[src/rtl/ram_port_sequencer.sv]
// Single-port owner of the main RAM array: clears it with FILL after reset, then
// arbitrates between the core (absolute priority) and a 1-deep loader write buffer.
module ram_port_sequencer #(
  parameter int              AW        = 16,
  parameter int              DW        = 8,
  parameter logic [DW-1:0]   FILL      = 8'hFF,
  parameter logic [15:0]     LOAD_BASE = 16'h0000
) (
  input  logic          clk_sys,
  input  logic          reset,
  input  logic [AW-1:0] cpu_ad,
  input  logic [DW-1:0] cpu_d,
  input  logic          cpu_cs,
  input  logic          cpu_we,
  output logic [DW-1:0] cpu_q,
  output logic          cpu_hold,
  input  logic          ld_wr,
  input  logic [24:0]   ld_addr,
  input  logic [DW-1:0] ld_data,
  output logic          ioctl_wait,
  output logic          ld_ovf,
  output logic [AW-1:0] ram_a,
  output logic [DW-1:0] ram_din,
  output logic          ram_we,
  input  logic [DW-1:0] ram_q,
  output logic          fill_done
);

  typedef enum logic { ST_FILL, ST_RUN } state_t;
  typedef enum logic { OWN_NONE, OWN_CPU } owner_t;

  localparam logic [AW-1:0] FCNT_LAST = '1;
  localparam logic [AW-1:0] BASE      = AW'(LOAD_BASE);

  state_t        r_state;
  state_t        w_state_nxt;
  logic [AW-1:0] r_fcnt;
  logic          r_buf_full;
  logic [AW-1:0] r_buf_a;
  logic [DW-1:0] r_buf_d;
  logic          r_ovf;
  logic          r_fill_done;
  logic [DW-1:0] r_q_hold;
  owner_t        r_owner_d1;
  owner_t        w_owner;
  logic          w_retire;
  logic          w_capture;
  logic          w_drop;
  logic          w_unused_ld_hi;

  // Loader addresses alias modulo the array size.
  assign w_unused_ld_hi = ^ld_addr[24:AW];

  // NOTE: state registers use non-blocking assignments so every flop samples
  // the pre-edge value regardless of process evaluation order.
  always_ff @(posedge clk_sys) begin
    if (reset) r_state <= ST_FILL;
    else       r_state <= w_state_nxt;
  end

  // NOTE: every output of this block gets a default first, so no path can
  // leave a signal unassigned and infer a latch.
  always_comb begin
    w_state_nxt = r_state;
    ram_a       = cpu_ad;
    ram_din     = cpu_d;
    ram_we      = 1'b0;
    w_owner     = OWN_NONE;
    w_retire    = 1'b0;
    case (r_state)
      ST_FILL: begin
        ram_a   = r_fcnt;
        ram_din = FILL;
        ram_we  = 1'b1;
        if (r_fcnt == FCNT_LAST) w_state_nxt = ST_RUN;
      end
      ST_RUN: begin
        if (cpu_cs) begin
          ram_we  = cpu_we;
          w_owner = cpu_we ? OWN_NONE : OWN_CPU;
        end else if (r_buf_full) begin
          ram_a    = r_buf_a;
          ram_din  = r_buf_d;
          ram_we   = 1'b1;
          w_retire = 1'b1;
        end
      end
      default: w_state_nxt = ST_FILL;
    endcase
    if (reset) begin
      ram_we   = 1'b0;
      w_retire = 1'b0;
    end
  end

  // A capture in the retire cycle refills the buffer, so ioctl_wait never dips.
  assign w_capture = ld_wr && (!r_buf_full || w_retire);
  assign w_drop    = ld_wr && r_buf_full && !w_retire;

  always_ff @(posedge clk_sys) begin
    if (reset) begin
      r_fcnt      <= '0;
      r_buf_full  <= 1'b0;
      r_ovf       <= 1'b0;
      r_fill_done <= 1'b0;
      r_q_hold    <= '0;
      r_owner_d1  <= OWN_NONE;
    end else begin
      if (r_state == ST_FILL) begin
        r_fcnt <= r_fcnt + AW'(1);
        if (r_fcnt == FCNT_LAST) r_fill_done <= 1'b1;
      end
      if (w_capture)     r_buf_full <= 1'b1;
      else if (w_retire) r_buf_full <= 1'b0;
      if (w_drop) r_ovf <= 1'b1;
      r_owner_d1 <= w_owner;
      if (r_owner_d1 == OWN_CPU) r_q_hold <= ram_q;
    end
  end

  // NOTE: buffer payload is only meaningful while r_buf_full is set, so it
  // carries no reset and needs no reset fan-out.
  always_ff @(posedge clk_sys) begin
    if (w_capture) begin
      r_buf_a <= BASE + ld_addr[AW-1:0];
      r_buf_d <= ld_data;
    end
  end

  assign cpu_q      = (r_owner_d1 == OWN_CPU) ? ram_q : r_q_hold;
  assign cpu_hold   = (r_state == ST_FILL);
  assign ioctl_wait = r_buf_full;
  assign ld_ovf     = r_ovf;
  assign fill_done  = r_fill_done;

endmodule
[config.mk]
export PLATFORM = sky130hd
export DESIGN_NAME = ram_port_sequencer
export DESIGN_NICKNAME = d
export VERILOG_FILES = /design/src/rtl/ram_port_sequencer.sv
export SDC_FILE = /design/constraint.sdc
export NUM_CORES = 1
export LEC_CHECK = 0
export CAP_MARGIN = 20
export CORE_UTILIZATION = 25
export CTS_BUF_LIST = sky130_fd_sc_hd__clkbuf_8
export CTS_CLUSTER_DIAMETER = 150
export CTS_CLUSTER_SIZE = 8
export DETAILED_ROUTE_END_ITERATION = 8
export SYNTH_ARGS = -nofsm -noshare
export SYNTH_HDL_FRONTEND = slang
export SYNTH_SLANG_ARGS = --single-unit
[constraint.sdc]
create_clock -name clk_sys -period 4.25 [get_ports clk_sys]
set_clock_uncertainty 0.05 [all_clocks]
set_input_delay 0.6375 -clock clk_sys [delete_from_list [all_inputs] [get_ports clk_sys]]
set_output_delay 0.6375 -clock clk_sys [all_outputs]
set_load 0.005 [all_outputs]
==> metrics list, run 1 <==
- Clock-pin slew was measured on the worst setup and hold paths at 0.10 ns.
- With fillers left out, the area of the finished cells amounts to 0.00365 sq mm.
- CP bufs+invs: 3
- Depth of the worst register-to-register path: 4
* Number of enable-type register cells in the synthesized netlist: 24
* Master cell of the clock root buffer: sky130_fd_sc_hd__clkbuf_8
- Crit path kind: input port to output pin
* Port Buf Inserts: 97
- Post-synthesis to final-layout area growth: 49.5%
* Final net count: 418
- Post-Syn Instances: 255
* Power Density: 281 mW/mm^2
- Final RePlAce weighted congestion: 0.775
- In this run, post-CTS hold repair placed 0 buffers.
- Area share of the largest cell type after synthesis: 29.5%
- Counting stages on the worst path, the most repeated cell is sky130_fd_sc_hd__clkdlybuf4s50_1.
- The worst hold path belongs to the class flip-flop to flip-flop.
* Vert. Die Dim: 101 um
- Setup repair after global routing left no endpoint under its margin.
- Worst reg2reg endpoint: r_buf_a[15]$_DFFE_PP_
* Global-route wire length before repair: 9750 um
- Fill cells in the final layout number 974.
- The number of global-route vias before repair was 2091.
- For the pin with the worst max-slew slack, the measured transition is 0.847 ns.
- Routed vias: 2146
- The die is 101 um wide.
* Number of resized instances in the post-cts repair step: 0
- Shortest clock period the worst path allows after layout: 3.36 ns
- The detailed router finished its first iteration with 121 violations.
* Post-route DRC: 0
* Router iterations before antenna repair: 4
* CP max FO: 15
* Area of the mapped netlist: 0.00244 sq mm
* Final setup vio count: 0
- Number of antenna violations at the first check in global routing: 0
- Summed over all instances, the cell type with the most area after synthesis is sky130_fd_sc_hd__edfxtp_1.
- The average instance in the mapped netlist occupies 9.58 sq um.
- Global-route usage over all layers: 12.2%
- # diodes: 0
- The share of the Yosys chip area taken by registers is 53.3%.
- In this run the count of I/O pins placed on the die edge is 107.
* Worst Path Arrival: 2.68 ns
- Total placed cells including tap cells: 469
- Of the cells placed in the final design, the portion with a size suffix greater than 1 is 7.47%.
- In the layout the commonest cells are sky130_fd_sc_hd__clkdlybuf4s50_1, sky130_fd_sc_hd__nand2_1, sky130_fd_sc_hd__dfxtp_1, sky130_fd_sc_hd__nor2_1, sky130_fd_sc_hd__edfxtp_1.
- Endpoints failing hold: 0
- Cell variety after synth: 34
* Slowest CP cell: sky130_fd_sc_hd__clkdlybuf4s50_1
* Kind of cell adding the most delay to the critical path: buffers and inverters
* Post-Synthesis Net Count: 326
- Row Count: 35
* CP endpoint kind: output pin
- The clock reaches the later pin of the worst-skew pair after 0.31 ns.
- The H-tree was split into 2 levels.
- Maximum number of pins on one net before global-route repair: 48
- Cells taking the most area after synthesis: sky130_fd_sc_hd__edfxtp_1, sky130_fd_sc_hd__dfxtp_1, sky130_fd_sc_hd__nand2_1
- Die area: 0.0102 sq mm
- Headroom to the max-slew limit came out at 43.6%.
- Number of flip-flops and latches in the synthesized netlist: 53
- Worst path max stage delay: 0.57 ns
- Summed over all layers, the routed wires come to 5960 um.
- The placed instances occupy a cell area of 0.00353 sq mm.
- WP data required: 3.56 ns
- For this run the aggregate overflow at the end of global routing stands at 0.
- Detailed-placement wirelength estimate: 4290 um
* Number of buffers inserted by post-CTS setup repair: 0
- Total of warnings raised by yosys: 0
* Static power due to leakage: 1.32 nW
- Hold Path Depth: 2
- Clock buffer depth: 2
- The completed layout was analyzed and its total power is 0.00103 W.
- Core region area: 0.00937 sq mm
- Async set-or-reset flop fraction in the synthesized netlist: 0%
- Status: completed
* WHS: 0.448 ns
- The worst register-to-register path has a setup slack of 1.82 ns.
* ANT nets after route: 0
- Num CTS Buffers: 5
* Worst vdd rail ir drop: 0.121 mV
- Maximum clock frequency: 297 MHz
* Sort of element at the start of the critical path: input port
* Count of non-filler cells in the finished layout: 477
- The critical path goes through clkdlybuf4s50_1, nand2b_1, buf_4, nand2_1, a31oi_1, clkdlybuf4s50_1.
- Number of max-cap violations: 0
- The initial utilization of the core area, before any placement, comes to 26.1%.
- Counting every sink on the clock net gives 53.
* Sum of negative setup slack: 0 ns
- Min-delay src: ld_ovf$_SDFFE_PP0P_
- The worst register-to-register path begins at r_state$_SDFF_PP0_.
* WL per Instance: 12.5 um
- Post-detailed-route via-to-cell ratio: 4.50
- Post-route clock period utilization: 79.2%
- TritonCTS clock tree: yes
* Most frequent standard cell in the layout excluding fill and tap cells: sky130_fd_sc_hd__clkdlybuf4s50_1
* Final-report max-slew violation count: 0
- For hold timing, the worst endpoint is ld_ovf$_SDFFE_PP0P_.
* Flip-flop cell with the highest count after synthesis: sky130_fd_sc_hd__dfxtp_1
==> sequential cells by signal (all words and copies together) (netlist names), 8 cells and up <==
register,cells
r_buf_a,16
r_buf_d,8
r_fcnt,16
r_q_hold,8
==> routing by layer <==
metal | part of all wire, % | global-route usage [%] | vias up
li1 | - | - | 1083
met2 | 49 | 21.5 | 57
met3 | 6.2 | 4.51 | 2
met1 | 44 | 14.0 | 1004
met5 | 0 | 0 | -
met4 | 0.52 | 2.68 | 0
==> worst min-delay path, cell delays in order (launching register included) <==
cell                      delay [ns]
sky130_fd_sc_hd__dfxtp_1        0.35
sky130_fd_sc_hd__a31oi_1        0.05
sky130_fd_sc_hd__nor2_1         0.07
==> final cells by class <==
cell class | instances | area, sq um | share of cell area (%)
flip-flops and latches | 53 | 1300 | 35.7
multi-input cells | 182 | 1050 | 28.9
repair buffers | 101 | 1000 | 27.4
well taps | 129 | 161 | 4.42
clock buffers | 5 | 68.8 | 1.88
clock inverters | 3 | 48.8 | 1.34
inverters | 4 | 15.0 | 0.411
==> power by group <==
part / switching [W] / internal [W] / leakage (nW)
Combinational: 0.0000415 / 0.0000688 / 0.801
Sequential: 0.00000829 / 0.000551 / 0.464
Clock: 0.000178 / 0.000180 / 0.0563
Total: 0.000227 / 0.000800 / 1.32
==> worst max-delay path by stage <==
stage,to,slack (ns),startpoint,depth (start not counted)
3_3_place_gp,ram_a[3],0.86,cpu_cs,6
6_report,ram_a[14],0.89,cpu_cs,6
5_1_grt,ram_a[14],0.74,cpu_cs,6
2_1_floorplan,r_buf_a[0]$_DFFE_PP_,0.86,reset,3
3_5_place_dp,ram_a[14],0.88,cpu_cs,6
4_1_cts,ram_a[14],0.86,cpu_cs,6
==> metrics by stage <==
stage	setup slack [ns]	utilization, %
final	0.886	39.0
after floorplan	0.862	-
after CTS	0.857	39.0
after global placement	0.856	37.7
after global routing	0.738	39.0
after detailed placement	0.883	37.7
==> cell families after synthesis <==
family	after synthesis	synth area share (%)
multiplexers	15	6.81
AND/OR/NAND/NOR	126	25.3
flip-flops	53	53.3
XOR/XNOR	3	1.08
adder cells (fa/ha/maj)	1	0.512
AO/OA/AOI/OAI	37	9.17
buffers and inverters	20	3.84
==> Yosys cell counts, types with 6 or more instances <==
cell,n
sky130_fd_sc_hd__nor4_1,6
sky130_fd_sc_hd__nand2_1,50
sky130_fd_sc_hd__dfxtp_1,29
sky130_fd_sc_hd__nor2_1,26
sky130_fd_sc_hd__mux2_2,9
sky130_fd_sc_hd__a31oi_1,16
sky130_fd_sc_hd__and2_1,8
sky130_fd_sc_hd__clkbuf_1,10
sky130_fd_sc_hd__nand3_1,11
sky130_fd_sc_hd__a21oi_1,10
sky130_fd_sc_hd__nor2b_1,7
sky130_fd_sc_hd__edfxtp_1,24
(Power assumes the default switching activity.)
==> inputs of run 2 (changes only) <==
==> constraint.sdc (replaced) <==
create_clock -name clk_sys -period 2.83 [get_ports clk_sys]
set_clock_uncertainty 0.05 [all_clocks]
set_input_delay 0.4245 -clock clk_sys [delete_from_list [all_inputs] [get_ports clk_sys]]
set_output_delay 0.4245 -clock clk_sys [all_outputs]
set_load 0.005 [all_outputs]
==> metrics list, run 2 (synthesized netlist as in run 1, its figures left out) <==
* Status: completed (unchanged)
- The count of instances resized after the clock tree is built was 0 (unchanged).
- Power Density: 423 mW/mm^2 (was 281 mW/mm^2)
- The floorplan row count was 35 (unchanged).
* Number of antenna violations at the first check in global routing: 0 (unchanged)
- The peak supply drop came to 0.255 mV (was 0.121 mV).
* Core region area: 0.00937 sq mm (unchanged)
- The total setup violations reported at the end of the flow came to 0 (unchanged).
- The setup slack of the worst register-to-register path was 0.92 ns (was 1.82 ns).
- The overall power was 0.00157 W (was 0.00103 W).
- Die extent in x: 101 um (unchanged)
- Cell area after layout: 0.00370 sq mm (was 0.00365 sq mm)
- ANT nets after route: 0 (unchanged)
- GRT busiest layer: met2 (unchanged)
- After layout, the worst path uses 92.6% of the clock period.
* Post-synthesis to final-layout area growth: 51.5% (was 49.5%)
- Final RePlAce weighted congestion: 0.773 (was 0.775)
- Number of clock sinks: 53 (unchanged)
- Count of non-filler cells in the finished layout: 478 (was 477)
- The kind of capture point of the worst setup path was an output pin (unchanged).
* Min-delay src: fill_done$_SDFFE_PP0P_ (was ld_ovf$_SDFFE_PP0P_)
- Gr ovfl total: 0 (unchanged)
* Total wirelength of the detailed-routed design: 5970 um (was 5960 um)
- Path class of the lowest-slack min-delay path: flip-flop to flip-flop (unchanged)
* Number of global-route vias before repair: 2104 (was 2091)
- Met1 usage in global routing: 14.5% (was 14.0%)
* Cell breakdown of the critical path: clkdlybuf4s50_1, nand2b_1, buf_12, nand2_1, a31oi_1, clkdlybuf4s50_1 (was clkdlybuf4s50_1, nand2b_1, buf_4, nand2_1, a31oi_1, clkdlybuf4s50_1)
- Most prevalent standard cell on the critical path: sky130_fd_sc_hd__clkdlybuf4s50_1 (unchanged)
- The aggregate negative setup slack came to 0 ns (unchanged).
- The number of iterations in the first detailed-routing pass was 4 (unchanged).
- The endpoint arrival time on the critical path was 2.15 ns (was 2.68 ns).
- Final net count: 419 (was 418)
- The final-report hold violation count came to 0 (unchanged).
* Number of max-cap violations: 0 (unchanged)
- The boundary pin count came to 107 (unchanged).
- Largest registers in the final layout: r_buf_a: 16 flops, r_fcnt: 16 flops (unchanged)
- The overall die area came to 0.0102 sq mm (unchanged).
- WP data required: 2.36 ns (was 3.56 ns)
- The worst setup path startpoint was cpu_cs (unchanged).
* Post-route DRC: 0 (unchanged)
- Highest-count cells in the layout ignoring fill and taps: sky130_fd_sc_hd__clkdlybuf4s50_1, sky130_fd_sc_hd__nand2_1, sky130_fd_sc_hd__dfxtp_1, sky130_fd_sc_hd__nor2_1, sky130_fd_sc_hd__edfxtp_1 (unchanged)
- The critical path's slowest cell is sky130_fd_sc_hd__clkdlybuf4s50_1 (unchanged).
- Core Util, Final: 39.5% (was 39.0%)
- Actual slew at the worst max-slew pin: 0.417 ns (was 0.847 ns)
- The critical path class is input port to output pin (unchanged).
- Routed vias: 2139 (was 2146)
* Clock buffer depth: 2 (unchanged)
- # diodes: 0 (unchanged)
- The average via count per standard cell was 4.47 (was 4.50).
* Hold buffers post-CTS: 0 (unchanged)
* Final-report max-slew violation count: 0 (unchanged)
- The number of instances in the placed design came to 470 (was 469).
- TritonCTS clock tree: yes (unchanged)
* Max_slew headroom: 71.9% (was 43.6%)
- Number of DRC markers in iteration 0: 86 (was 121)
- Met2 Resource Use GR: 22.4% (was 21.5%)
- The clock transition at the registers of the reported paths came to 0.09 ns (was 0.10 ns).
* Origin of the critical flop-to-flop path: r_state$_SDFF_PP0_ (unchanged)
- Detailed-placement wirelength estimate: 4350 um (was 4290 um)
- The post-place instance area came to 0.00358 sq mm (was 0.00353 sq mm).
- CP max FO: 23 (was 15)
* Port Buf Inserts: 97 (unchanged)
- The H-tree depth reported by CTS was 2 (unchanged).
- Global-route usage over all layers: 12.5% (was 12.2%)
* Kind of cell adding the most delay to the critical path: buffers and inverters (unchanged)
* Sort of element at the start of the critical path: input port (unchanged)
- The initial standard-cell utilization of the core was 26.1% (unchanged).
- Clock insertion delay at the later pin of the skew report: 0.31 ns (about the same)
* Maximum number of pins on one net before global-route repair: 41 (was 48)
* CP bufs+invs: 3 (unchanged)
- Share of final-layout standard cells stronger than drive strength 1: 7.45% (was 7.47%)
- Met3 global-route usage: 3.40% (was 4.51%)
- Static timing analysis puts the maximum clock frequency at 382 MHz.
* Vert. Die Dim: 101 um (unchanged)
* Filler Cell Count: 968 (was 974)
- The first-pass GRT wire length was 9910 um (was 9750 um).
- The routed wire length per instance was 12.5 um (about the same).
* Master cell of the clock root buffer: sky130_fd_sc_hd__clkbuf_8 (unchanged)
* Static power due to leakage: 1.34 nW (was 1.32 nW)
- Num CTS Buffers: 5 (unchanged)
- The worst path in the final design needs a cycle of 2.62 ns, including I/O delays and setup.
- The most common cell after layout, fill and taps aside was sky130_fd_sc_hd__clkdlybuf4s50_1 (unchanged).
- Worst path max stage delay: 0.56 ns (was 0.57 ns)
* Setup repair after global routing missed its margin: no (unchanged)
- The post-CTS setup repair buffer count came to 0 (unchanged).
[run 2: cell count changes in the layout (fill, tap and decap cells not counted), sizes merged]
cell / before / now
buf: 4 / 5
clkinvlp: 1 / 0
clkbuf: 5 / 6
[run 2: layout make-up]
| type | count | area (sq um) | area share, % |
|---|---|---|---|
| clock buffers | 6 | 82.6 | 2.23 |
| clock inverters | 2 | 41.3 | 1.12 |
| repair buffers | 102 | 1050 | 28.3 |
| multi-input cells | 182 | 1050 | 28.5 |
| flip-flops and latches | 53 | 1300 | 35.2 |
| inverters | 4 | 15.0 | 0.406 |
| well taps | 129 | 161 | 4.36 |
[run 2: metal layers]
layer  wire [um]  vias to the layer above  share of wire, %
li1            -                     1081                 -
met1        2600                      995                44
met2        2990                       58                50
met3         329                        5               5.5
met4          48                        0              0.80
met5           0                        -                 0
[run 2: metrics by stage]
step,worst slack [ns],hold slack (ns)
3_3_place_gp,0.226,0.418
3_5_place_dp,0.207,0.416
6_report,0.209,0.439
2_1_floorplan,0.275,0.411
4_1_cts,0.197,0.441
5_1_grt,0.0942,0.473
[run 2: power by group]
group	internal (W)	leakage [nW]	switching (W)	total (W)
clock	0.000294	0.0633	0.000260	0.000555
sequential	0.000828	0.463	0.0000126	0.000840
combinational	0.000107	0.818	0.0000639	0.000171
total	0.00123	1.34	0.000337	0.00157
[run 2: path summary, 6_finish.rpt]
kind / to / cells past startpoint
setup / recovery: ram_a[11] / 6
setup reg to reg: r_buf_a[7]$_DFFE_PP_ / 4
hold / removal: fill_done$_SDFFE_PP0P_ / 1
hold reg to reg: fill_done$_SDFFE_PP0P_ / 1
==> inputs of run 3 (changes only) <==
--- a/config.mk
+++ b/config.mk
@@ -7,7 +7,7 @@
 export LEC_CHECK = 0
 export CAP_MARGIN = 20
 export CORE_UTILIZATION = 25
-export CTS_BUF_LIST = sky130_fd_sc_hd__clkbuf_8
+export CTS_BUF_LIST = sky130_fd_sc_hd__clkbuf_8 sky130_fd_sc_hd__clkbuf_16
 export CTS_CLUSTER_DIAMETER = 150
 export CTS_CLUSTER_SIZE = 8
 export DETAILED_ROUTE_END_ITERATION = 8
==> constraint.sdc (replaced) <==
create_clock -name clk_sys -period 3.1 [get_ports clk_sys]
set_clock_uncertainty 0.05 [all_clocks]
set_input_delay 0.465 -clock clk_sys [delete_from_list [all_inputs] [get_ports clk_sys]]
set_output_delay 0.465 -clock clk_sys [all_outputs]
set_load 0.005 [all_outputs]
==> metrics list, run 3 (synthesized netlist as in run 1, its figures left out) <==
- Number of max-cap violations: 0 (unchanged)
- The count of buffers from port buffering is 97 (unchanged).
- Total wirelength of the detailed-routed design: 6050 um (was 5970 um)
- The class of the tightest hold or removal check is flip-flop to flip-flop (unchanged).
- The maximum number of buffers from clock root to sink is 2 (unchanged).
- The depth of the worst hold-timing path is 1 (unchanged).
* Sort of element at the start of the critical path: input port (unchanged)
- The worst-case setup margin in the final layout is 0.337 ns (was 0.209 ns).
- Post-route clock period utilization: 89.1%
* WP data required: 2.58 ns (was 2.36 ns)
* Gr ovfl total: 0 (unchanged)
* Proportion of total power due to net switching: 23.1% (was 21.5%)
- Setup repair after global routing missed its margin: no (unchanged)
* Seq pwr share: 58.3% (was 53.7%)
- Combinational Power Share: 11.8% (was 10.9%)
* Clock network fraction of total power: 29.9% (was 35.4%)
* Number of antenna violations at the first check in global routing: 0 (unchanged)
- Switching Power: 0.000304 W (was 0.000337 W)
- Routed vias: 2163 (was 2139)
- Largest registers in the final layout: r_buf_a: 16 flops, r_fcnt: 16 flops (unchanged)
* Max_slew headroom: 71.0% (was 71.9%)
- The number of global-route vias before repair is 2016 (was 2104).
- The aggregate negative setup slack is 0 ns (unchanged).
- Power Density: 359 mW/mm^2 (was 423 mW/mm^2)
* Highest-count cells in the layout ignoring fill and taps: sky130_fd_sc_hd__clkdlybuf4s50_1, sky130_fd_sc_hd__nand2_1, sky130_fd_sc_hd__dfxtp_1, sky130_fd_sc_hd__nor2_1, sky130_fd_sc_hd__edfxtp_1 (unchanged)
- Number of buffers inserted by post-CTS setup repair: 0 (unchanged)
- Worst slack at placement: 0.346 ns (was 0.207 ns)
* Status: completed (unchanged)
* Post-route DRC: 0 (unchanged)
* Post-synthesis to final-layout area growth: 49.8% (was 51.5%)
- The later-pin clock latency in the skew report was 0.31 ns (about the same).
- Die area: 0.0102 sq mm (unchanged)
* Master cell of the clock root buffer: sky130_fd_sc_hd__clkbuf_8 (unchanged)
- Core region area: 0.00937 sq mm (unchanged)
- The floorplan die width is 101 um (unchanged).
* Core Util, Final: 39.0% (was 39.5%)
- The count of instances resized after the clock tree is built came to 0 (unchanged).
- Share of final-layout standard cells stronger than drive strength 1: 7.43% (was 7.45%)
- The HPWL after detailed placement is 4360 um (was 4350 um).
* # diodes: 0 (unchanged)
- The CTS buffer count came to 5 (unchanged).
- The number of fillers in the final layout is 977 (was 968).
- The first-pass GRT wire length is 9660 um (was 9910 um).
* Static power due to leakage: 1.33 nW (was 1.34 nW)
* Shortest clock period the worst path allows after layout: 2.76 ns
- Global-route usage over all layers: 12.1% (was 12.5%)
- Final-report max-slew violation count: 0 (unchanged)
- Worst vdd rail ir drop: 0.173 mV (was 0.255 mV)
- Most frequent standard cell in the layout excluding fill and tap cells: sky130_fd_sc_hd__clkdlybuf4s50_1 (unchanged)
* Worst Path Arrival: 2.25 ns (was 2.15 ns)
* Number of clock sinks: 53 (unchanged)
* Vert. Die Dim: 101 um (unchanged)
* Maximum clock frequency: 362 MHz
* Depth of the worst register-to-register path: 4 (unchanged)
- The initial standard-cell utilization of the core is 26.1% (unchanged).
- Final setup vio count: 0 (unchanged)
- The floorplan row count was 35 (unchanged).
* Router iterations before antenna repair: 4 (unchanged)
* Post-detailed-route via-to-cell ratio: 4.52 (was 4.47)
* CP max FO: 20 (was 23)
* WL per Instance: 12.6 um (was 12.5 um)
* Number of I/O pins: 107 (unchanged)
- The transition time of the tightest slew-check pin was 0.431 ns (was 0.417 ns).
- Maximum number of pins on one net before global-route repair: 42 (was 41)
- The critical path class was input port to output pin (unchanged).
- Clock transition time at the flip-flop clock pins of the worst setup and hold paths: 0.10 ns (was 0.09 ns)
- Final RePlAce weighted congestion: 0.772 (was 0.773)
* Final net count: 420 (was 419)
* Internal reg-to-reg setup slack: 1.17 ns (was 0.92 ns)
- The kind of capture point of the worst setup path was an output pin (unchanged).
* Htree depth: 2 (unchanged)
* WHS: 0.445 ns (was 0.439 ns)
* Endpoints failing hold: 0 (unchanged)
- The initial DRC count is 104 (was 86).
- The number of hold buffers added after cts came to 0 (unchanged).
* ANT nets after route: 0 (unchanged)
- Internal power component: 0.00101 W (was 0.00123 W)
* TritonCTS clock tree: yes (unchanged)
[run 3: cell count changes in the layout (fill, tap and decap cells not counted), sizes merged]
cell	previous run	this run
clkbuf	6	5
inv	5	6
buf	5	6
clkinv	0	1
bufinv	1	0
[run 3: per-stage QoR]
stage	power [W]	instances	cell area [sq um]
3_5_place_dp	0.000940	471	3570
6_report	0.00131	479	3660
5_1_grt	0.00138	479	3660
4_1_cts	0.00133	479	3660
3_3_place_gp	0.000938	471	3570
2_1_floorplan	0.000833	255	2440
[run 3: area by class of cell]
| class | instances | area [sq um] | share of cell area [%] |
|---|---|---|---|
| multi-input cells | 182 | 1050 | 28.8 |
| inverters | 4 | 15.0 | 0.410 |
| flip-flops and latches | 53 | 1300 | 35.6 |
| clock buffers | 5 | 68.8 | 1.88 |
| clock inverters | 3 | 17.5 | 0.479 |
| well taps | 129 | 161 | 4.41 |
| repair buffers | 103 | 1040 | 28.5 |
[run 3: path summary, 6_finish.rpt]
kind | from | to
worst max register to register | r_state$_SDFF_PP0_ | r_buf_a[7]$_DFFE_PP_
worst max-delay path | cpu_cs | ram_a[13]
worst min register to register | fill_done$_SDFFE_PP0P_ | fill_done$_SDFFE_PP0P_
worst min-delay path | fill_done$_SDFFE_PP0P_ | fill_done$_SDFFE_PP0P_
[run 3: critical path, cell delays in order]
cell and delay, ns:
sky130_fd_sc_hd__clkdlybuf4s50_1 0.57, sky130_fd_sc_hd__nand2b_1 0.13, sky130_fd_sc_hd__buf_4 0.26, sky130_fd_sc_hd__nand2_1 0.08, sky130_fd_sc_hd__a31oi_1 0.20, sky130_fd_sc_hd__clkdlybuf4s50_1 0.53
[run 3: power by group through the flow]
stage / sequential (W) / combinational (W) / clock [W]
final: 0.000767 / 0.000155 / 0.000392
after global routing: 0.000770 / 0.000168 / 0.000441
after floorplan: 0.000781 / 0.0000512 / 0
after global placement: 0.000783 / 0.000155 / 0
after CTS: 0.000767 / 0.000157 / 0.000410
after detailed placement: 0.000783 / 0.000156 / 0
[run 3: per-layer routing]
layer	up-vias	wire (um)	GRT usage [%]
met5	-	0	0
met4	0	90	3.46
met3	9	437	3.74
met2	66	2940	21.1
met1	1005	2580	14.3
li1	1083	-	-
